File: config.mk
export PLATFORM = sky130hd
export DESIGN_NAME = video_mode_sequencer_flat
export DESIGN_NICKNAME = d
export VERILOG_FILES = /design/src/rtl/video_mode_sequencer_pkg.sv /design/src/rtl/video_mode_sequencer_if.sv /design/src/rtl/video_mode_sequencer_edge_det.sv /design/src/rtl/video_mode_sequencer.sv /design/src/flat_wrapper.sv
export SDC_FILE = /design/constraint.sdc
export NUM_CORES = 1
export LEC_CHECK = 0
export ABC_AREA = 1
export ABC_CLOCK_PERIOD_IN_PS = 2410
export CAP_MARGIN = 40
export CORE_UTILIZATION = 25
export DETAILED_ROUTE_END_ITERATION = 7
export PLACE_DENSITY = 0.42
export SYNTH_ARGS = -nofsm -noshare
export SYNTH_HDL_FRONTEND = slang
export SYNTH_SLANG_ARGS = --single-unit
File: constraint.sdc
create_clock -name clk -period 2.41 [get_ports clk]
set_input_delay 0.3615 -clock clk [delete_from_list [all_inputs] [get_ports clk]]
set_output_delay 0.3615 -clock clk [all_outputs]
set_load 0.01 [all_outputs]
File: src/rtl/video_mode_sequencer_pkg.sv
// Shared types and cfg field positions for the video mode sequencer.
// Holds the state encoding and the keyboard VGA/RGB toggle rule.
package video_seq_pkg;

  typedef enum logic [1:0] {
    IDLE     = 2'd0,
    WAIT_VS  = 2'd1,
    BLANKING = 2'd2
  } state_t;

  localparam int VGA       = 0;
  localparam int SCANL     = 1;
  localparam int FREQ_LSB  = 2;
  localparam int FREQ_MSB  = 4;
  localparam int CSYNC     = 5;
  localparam int SPEED_LSB = 6;
  localparam int SPEED_MSB = 7;

  // Switching to VGA forces the fastest refresh; going back to RGB restores 50 Hz.
  function automatic logic [7:0] kbd_toggle_cfg(input logic [7:0] t);
    logic [7:0] r;
    r[SPEED_MSB:CSYNC]  = t[SPEED_MSB:CSYNC];
    r[FREQ_MSB:FREQ_LSB] = t[VGA] ? 3'b000 : 3'b111;
    r[SCANL]            = t[SCANL];
    r[VGA]              = ~t[VGA];
    return r;
  endfunction

endpackage

File: src/rtl/video_mode_sequencer_if.sv
// Request/config bundle between I/O decode (master) and the sequencer (slave).
interface video_mode_sequencer_if;
  logic       zxuno_req;
  logic [7:0] zxuno_cfg;
  logic       prism_req;
  logic [1:0] prism_cfg;
  logic       kbd_toggle;
  logic       vsync_n;
  logic [7:0] cfg;
  logic [7:0] target;
  logic       blank;
  logic       busy;
  logic       done;

  modport master (
    output zxuno_req, zxuno_cfg, prism_req, prism_cfg, kbd_toggle, vsync_n,
    input  cfg, target, blank, busy, done
  );

  modport slave (
    input  zxuno_req, zxuno_cfg, prism_req, prism_cfg, kbd_toggle, vsync_n,
    output cfg, target, blank, busy, done
  );
endinterface

File: src/rtl/video_mode_sequencer_edge_det.sv
// Registered-history edge detector; rise/fall are combinational from the current input.
// Reset value of the history register is chosen so a level held at reset release is not an edge.
module edge_det #(
  parameter logic RST_VAL = 1'b1
) (
  input  logic clk,
  input  logic rst,
  input  logic in,
  output logic rise,
  output logic fall
);
  logic r_prev;

  always_ff @(posedge clk or posedge rst) begin
    if (rst) r_prev <= RST_VAL;
    else     r_prev <= in;
  end

  assign rise = in & ~r_prev;
  assign fall = ~in & r_prev;
endmodule

File: src/rtl/video_mode_sequencer.sv
// Arbitrates cfg change requests, applies them on a vsync fall (or timeout) and blanks for a few frames.
// Outputs are registered: request at edge N shows at N+1; one-deep pending slot, last request wins.
module video_mode_sequencer
  import video_seq_pkg::*;
#(
  parameter logic [7:0] INITIAL_CFG  = 8'h00,
  parameter int         BLANK_FRAMES = 2,
  parameter int         VS_TIMEOUT   = 1_400_000
) (
  input logic                   clk,
  input logic                   rst,
  video_mode_sequencer_if.slave bus
);
  localparam int            TW   = $clog2(VS_TIMEOUT + 1);
  localparam logic [TW-1:0] TMAX = TW'(VS_TIMEOUT);
  localparam logic [3:0]    BF   = 4'(BLANK_FRAMES);

  state_t        r_state;
  logic [7:0]    r_cfg, r_target, r_pend;
  logic          r_pend_vld, r_blank, r_busy, r_done;
  logic [TW-1:0] r_tcnt;
  logic [3:0]    r_fcnt;

  logic       w_kbd_rise, w_unused_kbd_fall, w_vs_fall, w_unused_vs_rise;
  logic       w_req_vld, w_apply;
  logic [7:0] w_base, w_req_cfg;

  edge_det #(.RST_VAL(1'b1)) u_kbd_edge (
    .clk(clk), .rst(rst), .in(bus.kbd_toggle), .rise(w_kbd_rise), .fall(w_unused_kbd_fall)
  );
  edge_det #(.RST_VAL(1'b1)) u_vs_edge (
    .clk(clk), .rst(rst), .in(bus.vsync_n), .rise(w_unused_vs_rise), .fall(w_vs_fall)
  );

  // Partial (prism) and toggle (kbd) requests build on the newest queued value.
  always_comb begin
    w_base    = r_pend_vld ? r_pend : r_target;
    w_req_vld = 1'b0;
    w_req_cfg = w_base;
    if (bus.zxuno_req) begin
      w_req_vld = 1'b1;
      w_req_cfg = bus.zxuno_cfg;
    end else if (bus.prism_req) begin
      w_req_vld = 1'b1;
      w_req_cfg[SPEED_MSB:SPEED_LSB] = bus.prism_cfg;
    end else if (w_kbd_rise) begin
      w_req_vld = 1'b1;
      w_req_cfg = kbd_toggle_cfg(w_base);
    end
  end

  assign w_apply = (r_state == WAIT_VS) && (w_vs_fall || (r_tcnt == TMAX));

  always_ff @(posedge clk or posedge rst) begin
    if (rst) begin
      r_state    <= IDLE;
      r_cfg      <= INITIAL_CFG;
      r_target   <= INITIAL_CFG;
      r_pend     <= INITIAL_CFG;
      r_pend_vld <= 1'b0;
      r_blank    <= 1'b0;
      r_busy     <= 1'b0;
      r_done     <= 1'b0;
      r_tcnt     <= '0;
      r_fcnt     <= '0;
    end else begin
      r_done <= 1'b0;
      case (r_state)
        IDLE: begin
          if (w_req_vld && (w_req_cfg != r_cfg)) begin
            r_target <= w_req_cfg;
            r_tcnt   <= '0;
            r_busy   <= 1'b1;
            r_state  <= WAIT_VS;
          end
        end
        WAIT_VS: begin
          if (w_apply) begin
            r_cfg <= r_target;
            if (BLANK_FRAMES > 0) begin
              r_blank <= 1'b1;
              r_fcnt  <= BF;
              r_state <= BLANKING;
              if (w_req_vld) begin
                r_pend     <= w_req_cfg;
                r_pend_vld <= 1'b1;
              end
            end else begin
              r_done <= 1'b1;
              if (w_req_vld) begin
                r_target <= w_req_cfg;
                r_tcnt   <= '0;
              end else begin
                r_busy  <= 1'b0;
                r_state <= IDLE;
              end
            end
          end else begin
            r_tcnt <= r_tcnt + TW'(1);
            if (w_req_vld) r_target <= w_req_cfg;
          end
        end
        BLANKING: begin
          if (w_vs_fall && (r_fcnt == 4'd1)) begin
            r_blank    <= 1'b0;
            r_done     <= 1'b1;
            r_fcnt     <= '0;
            r_pend_vld <= 1'b0;
            // A request landing on the completion edge supersedes the slot.
            if (w_req_vld || r_pend_vld) begin
              r_target <= w_req_vld ? w_req_cfg : r_pend;
              r_tcnt   <= '0;
              r_state  <= WAIT_VS;
            end else begin
              r_busy  <= 1'b0;
              r_state <= IDLE;
            end
          end else begin
            if (w_vs_fall) r_fcnt <= r_fcnt - 4'd1;
            if (w_req_vld) begin
              r_pend     <= w_req_cfg;
              r_pend_vld <= 1'b1;
            end
          end
        end
        default: r_state <= IDLE;
      endcase
    end
  end

  assign bus.cfg    = r_cfg;
  assign bus.target = r_target;
  assign bus.blank  = r_blank;
  assign bus.busy   = r_busy;
  assign bus.done   = r_done;
endmodule
File: src/flat_wrapper.sv
// flat-port wrapper written by rule: the top's interface ports become plain ports
module video_mode_sequencer_flat import video_seq_pkg::*;
#(
  parameter logic [7:0] INITIAL_CFG  = 8'h00,
  parameter int         BLANK_FRAMES = 2,
  parameter int         VS_TIMEOUT   = 1_400_000
)
  (clk, rst, bus_zxuno_req, bus_zxuno_cfg, bus_prism_req, bus_prism_cfg, bus_kbd_toggle, bus_vsync_n, bus_cfg, bus_target, bus_blank, bus_busy, bus_done);
  video_mode_sequencer_if bus_i ();
  input logic clk;
  input logic rst;
  input wire logic [$bits(bus_i.zxuno_req)-1:0] bus_zxuno_req;
  input wire logic [$bits(bus_i.zxuno_cfg)-1:0] bus_zxuno_cfg;
  input wire logic [$bits(bus_i.prism_req)-1:0] bus_prism_req;
  input wire logic [$bits(bus_i.prism_cfg)-1:0] bus_prism_cfg;
  input wire logic [$bits(bus_i.kbd_toggle)-1:0] bus_kbd_toggle;
  input wire logic [$bits(bus_i.vsync_n)-1:0] bus_vsync_n;
  output wire logic [$bits(bus_i.cfg)-1:0] bus_cfg;
  output wire logic [$bits(bus_i.target)-1:0] bus_target;
  output wire logic [$bits(bus_i.blank)-1:0] bus_blank;
  output wire logic [$bits(bus_i.busy)-1:0] bus_busy;
  output wire logic [$bits(bus_i.done)-1:0] bus_done;
  assign bus_i.zxuno_req = bus_zxuno_req;
  assign bus_i.zxuno_cfg = bus_zxuno_cfg;
  assign bus_i.prism_req = bus_prism_req;
  assign bus_i.prism_cfg = bus_prism_cfg;
  assign bus_i.kbd_toggle = bus_kbd_toggle;
  assign bus_i.vsync_n = bus_vsync_n;
  assign bus_cfg = bus_i.cfg;
  assign bus_target = bus_i.target;
  assign bus_blank = bus_i.blank;
  assign bus_busy = bus_i.busy;
  assign bus_done = bus_i.done;
  video_mode_sequencer #(.INITIAL_CFG(INITIAL_CFG), .BLANK_FRAMES(BLANK_FRAMES), .VS_TIMEOUT(VS_TIMEOUT)) u_core (.clk(clk), .rst(rst), .bus(bus_i));
endmodule
==> impl_metrics.csv, run 1 <==
group,metric,value,unit
route,routed_wl,9.80,mm
synth,synth_cell_types,39,
die,dieArea,0.0156,mm2
power,p_leak,2.17,nW
layout,num-fill-cells,1560,
route,vias_per_cell,4.50,
clock_network,clock_tree.buffer_depth,2,
run_status,violations,"DRC",
power,p_sw,0.00202,W
synth,yosysMostFrequentCell,"nand2_1",
timing,fin_crit_sh,0.918,
synth,yosys.area.top_type,"dfrtp_1",
clock_network,cts_resized,0,
clock_network,cts_setup_buffers,0,
route,detail_route.drc_violations,14,
timing,hold_viol,0,
clock_network,cts_sinks,57,
timing,setup_tns,0,ps
job,max-cap-violations,0,
worst_setup_path,cp.required,2670,ps
power,p_sw_frac,0.403,
layout,insertedDiodeCount,0,
timing,max_freq,452,MHz
clock_network,clkLatencyLatePin,340,ps
synth,synth-seq-area-share,0.377,
clock_network,cts_made_buffers,9,
die,die_h,125,um
die,core_area,0.0146,mm2
synth,synth_area_leaders,"dfrtp_1 36%, nand2_1 17%, o21ai_2 5.1%",
route,vias,3387,
power,peakVddDrop,0.283,mV
global_route,grt_max_degree,25,
layout,fin_nets,583,
clock_network,clkTransAtPathRegs,50,ps
timing,worstMarginPinSlew,534,ps
layout,instances_no_fill,752,
timing,slew_headroom,0.644,
global_route,grt.total_usage,0.137,
route,first_pass_iters,7,
die,ioPinCount,35,
clock_network,holdBufCountCts,0,
clock_network,htree_levels,3,
power,p_per_area,1060,mW/mm2
synth,syn_nets,529,
timing,rsz0062_at_grt,"no",
synth,synth_top_area_frac,0.363,
clock_network,cts_tree,"built",
synth,synth_area,0.00379,mm2
die,rows,44,
worst_setup_path,setup.worst_path.class,"flip-flop to flip-flop",
global_route,grt_pass1_vias,3282,
synth,synth-edff-count,0,
synth,ys_ff_latch,57,
die,die_w,125,um
route,wl_per_cell,13.0,um
worst_setup_path,worstSetupStartpointType,"flip-flop",
placement,port_buffers,34,
synth,syn_avg_cell_area,7.44,um2
placement,place.gp.congestion,0.868,
synth,yosysWarnings,0,
timing,final_max_slew_viol_count,0,
layout,drive_gt1_frac,0.201,
power,power_frac_clock,0.255,
route,drt.antenna.violating_nets,0,
die,start_util,0.259,
clock_network,root_buffer,"clkbuf_16",
min_path,hp-class,"input port to asynchronous set/reset pin",
timing,clock_skew,6.78,ps
timing,finalWorstSetupSlack,199,ps
timing,final.min_clock_period,2210,ps
synth,synth_ff_type,"dfrtp_1",
global_route,globalRoute.totalOverflow,0,
synth,synth-async-reset-ratio,1.00,
timing,whs,322,ps
worst_setup_path,cp.arrival,2480,ps
route,drtIter0Drc,212,
placement,place_ws,-110,ps
placement,dp_cells,736,
timing,finalSetupViolCount,0,
synth,syn_inst,509,
layout,area_growth_syn_to_layout,25.7,%
power,p_seq_frac,0.303,
global_route,grt_pass1_wl,16.9,mm
power,p_int,0.00300,W
synth,synthTopCellsByCount,"176 x nand2_1, 55 x dfrtp_1, 44 x inv_1, 37 x nand3_1, 30 x o21ai_0",
power,comb_power_share,0.442,
worst_setup_path,crit_path_end_kind,"flip-flop",
worst_setup_path,path_max_fanout,21,
placement,dpl.hpwl,7.45,mm
run_status,status,"finished, violations left",
global_route,antenna_found_initial,0,
[metrics by stage]
step / utilization / area [um2] / power (W)
floorplan: - / 3790 / 0.00300
global placement: 0.305 / 4460 / 0.00378
detailed placement: 0.305 / 4460 / 0.00379
CTS: 0.325 / 4760 / 0.00511
global route: 0.325 / 4760 / 0.00546
finish: 0.325 / 4760 / 0.00503
[logic make-up (layout without fill, tap and decap cells)]
group / count (synthesis) / after routing / synth area share
simple gates: 313 / 313 / 0.394
mux: 1 / 1 / 0.00297
fa+ha+maj: 4 / 4 / 0.0132
buf+inv: 63 / 122 / 0.0849
compound gates: 63 / 63 / 0.109
xor+xnor: 8 / 8 / 0.0185
flops: 57 / 57 / 0.377
[flip-flops by register name, indices dropped and copies added (netlist names)]
name,cells
u_core.bus.done,1
u_core.r_pend,8
u_core.bus.target,8
u_core.u_vs_edge.r_prev,1
u_core.r_fcnt,4
u_core.u_kbd_edge.r_prev,1
u_core.r_state,2
u_core.bus.blank,1
u_core.r_tcnt,21
u_core.bus.busy,1
u_core.bus.cfg,8
u_core.r_pend_vld,1
[power groups by stage]
stage / Clock [W] / Combinational (W) / Sequential (W)
5_1_grt: 0.00137 / 0.00251 / 0.00158
3_3_place_gp: 0 / 0.00224 / 0.00154
3_5_place_dp: 0 / 0.00224 / 0.00154
4_1_cts: 0.00133 / 0.00225 / 0.00153
6_report: 0.00128 / 0.00222 / 0.00152
2_1_floorplan: 0 / 0.00148 / 0.00152
[worst paths after layout]
kind / startpoint / endpoint / slack [ps] / cells after the start
hold reg to reg: u_core.bus.blank$_DFFE_PP0P_ / u_core.bus.blank$_DFFE_PP0P_ / 470 / 2
hold / removal: rst / u_core.r_tcnt[1]$_DFFE_PP0P_ / 320 / 2
min in group clk: u_core.bus.blank$_DFFE_PP0P_ / u_core.bus.blank$_DFFE_PP0P_ / 470 / 2
max in group asynchronous: rst / u_core.u_kbd_edge.r_prev$_DFF_PP1_ / 1570 / 3
setup / recovery: u_core.r_tcnt[0]$_DFFE_PP0P_ / u_core.r_tcnt[20]$_DFFE_PP0P_ / 200 / 13
setup reg to reg: u_core.r_tcnt[0]$_DFFE_PP0P_ / u_core.r_tcnt[20]$_DFFE_PP0P_ / 200 / 13
[worst max-delay path, cell delays in order, from the launching register on]
cell and delay (ps):
dfrtp_1 440, inv_1 140, ha_1 180, nand2_1 60
nor4_1 350, nand3_1 190, nand2_2 130, nand2_4 100
nand2_4 120, nor2_4 50, nand2_8 80, buf_12 170
nand2_1 80, o21ai_2 50
[layout by cell type, fill, tap and decap left out, types with 3 or more instances in the layout]
master	netlist	routed
o21ai_0	30	30
xor2_1	8	8
nand2_1	176	176
clkbuf_16	0	9
buf_12	1	5
nand3_2	3	3
o21ai_2	22	22
nor2_1	21	21
nand4_1	14	14
nor3_1	7	7
nor4_1	7	7
inv_1	44	43
nand3b_1	6	6
ha_1	4	4
nand3_1	37	37
nand2_4	3	3
dfrtp_1	55	55
clkdlybuf4s50_1	0	34
or2_2	17	17
buf_4	0	19
nand2_2	11	11
inv_2	3	4
a21oi_1	6	6
[metal layers]
layer | track usage | wire (um) | up-vias
li1 | - | - | 1763
met1 | 0.174 | 4660 | 1532
met2 | 0.223 | 4510 | 81
met3 | 0.0372 | 488 | 11
met4 | 0.0509 | 137 | 0
met5 | 0 | 0 | -
[final cells by class]
| type | instances | area (um2) | share of cell area |
|---|---|---|---|
| clock buffer | 11 | 243 | 0.0510 |
| clock inverter | 5 | 55.1 | 0.0116 |
| inverter | 48 | 183 | 0.0384 |
| multi-input combinational | 389 | 2040 | 0.428 |
| sequential | 57 | 1430 | 0.300 |
| tap | 184 | 230 | 0.0484 |
| timing repair buffer | 58 | 583 | 0.123 |
No activity file was read; power rests on OpenSTA's default activity.
==> run 2, diff against run 1 <==
CORE_MARGIN = 2   (was default)
CTS_CLUSTER_SIZE = 25   (was default)
==> impl_metrics.csv, run 2 (synthesis gave the netlist of run 1 again) <==
group,metric,value,unit
route,wl_per_cell,12.8,um
global_route,grt_max_degree,38,
timing,hold_viol,0,
timing,max_freq,477,MHz
worst_setup_path,cpPeakStageDelay,430,ps
clock_network,clkTransAtPathRegs,50,ps
timing,rsz0062_at_grt,"no",
layout,largest_register_ffs,21,
global_route,grt_pass1_vias,3371,
route,routed_wl,9.69,mm
clock_network,root_buffer,"clkbuf_16",
placement,place_ws,-58.6,ps
worst_setup_path,crit_path_end_kind,"flip-flop",
worst_setup_path,cp.arrival,2310,ps
worst_setup_path,crit_buf_inv,2,
worst_setup_path,crit_family,"simple AND/OR/NAND/NOR gates",
clock_network,holdBufCountCts,0,
die,rows,44,
route,drt.antenna.violating_nets,0,
clock_network,cts_made_buffers,9,
clock_network,cts_resized,0,
timing,slew_headroom,0.680,
timing,finalWorstSetupSlack,313,ps
worst_setup_path,path_max_fanout,15,
die,start_util,0.259,
min_path,hp-class,"input port to asynchronous set/reset pin",
timing,final.min_clock_period,2100,ps
layout,fin_nets,591,
global_route,grt_pass1_wl,16.5,mm
worst_setup_path,path_cells,"inv_1, ha_1, nand2_1, nor4_1, nand3_1, nand2_2, nand2_4, buf_4, mux2_2",
layout,area_growth_syn_to_layout,26.9,%
die,core_area,0.0146,mm2
layout,multi_input_area,0.00204,mm2
layout,final_cell_area,0.00481,mm2
global_route,globalRoute.totalOverflow,0,
placement,dpl.hpwl,7.49,mm
layout,regMostFlops,"u_core.r_tcnt",
die,die_h,127,um
power,power.total,0.00504,W
clock_network,cts_tree,"built",
power,peakVddDrop,0.306,mV
worst_setup_path,cp.required,2630,ps
power,p_leak,2.21,nW
timing,clock_skew,7.60,ps
layout,final_common_cell,"nand2_1",
route,vias_per_cell,4.50,
route,first_pass_iters,4,
clock_network,cts_sinks,57,
layout,insertedDiodeCount,0,
layout,num-fill-cells,1578,
clock_network,clkLatencyLatePin,340,ps
global_route,antenna_found_initial,0,
placement,dpl_cell_area,0.00452,mm2
timing,setup_tns,0,ps
placement,place.gp.congestion,0.822,
power,p_per_area,1050,mW/mm2
clock_network,clock_tree.buffer_depth,2,
run_status,status,"complete, no violations",
clock_network,htree_levels,3,
die,ioPinCount,35,
worst_setup_path,setup.worst_path.class,"flip-flop to flip-flop",
job,max-cap-violations,0,
route,detail_route.drc_violations,0,
placement,port_buffers,34,
route,drtIter0Drc,199,
timing,fin_crit_sh,0.870,
worst_setup_path,crit_slowest_cell,"dfrtp_1",
layout,layout.area.seq,0.00143,mm2
timing,worstMarginPinSlew,480,ps
clock_network,cts_setup_buffers,0,
die,dieArea,0.0162,mm2
timing,finalSetupViolCount,0,
route,vias,3419,
layout,layout_common_cells,"176 x nand2_1, 55 x dfrtp_1, 43 x inv_1",
layout,drive_gt1_frac,0.212,
timing,final_max_slew_viol_count,0,
global_route,grt.total_usage,0.129,
worst_setup_path,worstSetupStartpointType,"flip-flop",
die,die_w,127,um
## run 2: power breakdown
group,internal (W),switching [W]
clock,0.000773,0.000436
sequential,0.00125,0.000265
combinational,0.00100,0.00131
## run 2: layout make-up
cell class                      instances  area share
Sequential cell                        57       0.297
Clock buffer                           13      0.0562
Tap cell                              184      0.0479
Clock inverter                          3     0.00312
Multi-Input combinational cell        389       0.424
Inverter                               48      0.0380
Timing Repair Buffer                   66       0.134
## run 2: final timing paths
kind,cells after the start,slack (ps),end,startpoint
setup / recovery,9,310,u_core.bus.cfg[1]$_DFFE_PP0P_,u_core.r_tcnt[0]$_DFFE_PP0P_
hold / removal,2,370,u_core.r_fcnt[0]$_DFFE_PP0P_,rst
setup reg to reg,9,310,u_core.bus.cfg[1]$_DFFE_PP0P_,u_core.r_tcnt[0]$_DFFE_PP0P_
hold reg to reg,2,480,u_core.bus.busy$_DFFE_PP0P_,u_core.bus.busy$_DFFE_PP0P_
max in group asynchronous,3,1480,u_core.r_pend[2]$_DFFE_PP0P_,rst
min in group clk,2,480,u_core.bus.busy$_DFFE_PP0P_,u_core.bus.busy$_DFFE_PP0P_
## run 2: per-stage QoR
| stage | std cells | hold slack [ps] | utilization |
|---|---|---|---|
| floorplan | 509 | 366 | - |
| global placement | 744 | 468 | 0.309 |
| detailed placement | 744 | 474 | 0.309 |
| CTS | 760 | 378 | 0.328 |
| global route | 760 | 436 | 0.328 |
| finish | 760 | 368 | 0.328 |
## run 2: per-layer routing
metal / part of all wire / global-route usage / up-vias
met5: 0 / 0 / -
met1: 0.46 / 0.162 / 1562
met2: 0.47 / 0.208 / 66
met4: 0.029 / 0.0698 / 0
met3: 0.042 / 0.0268 / 19
li1: - / - / 1772
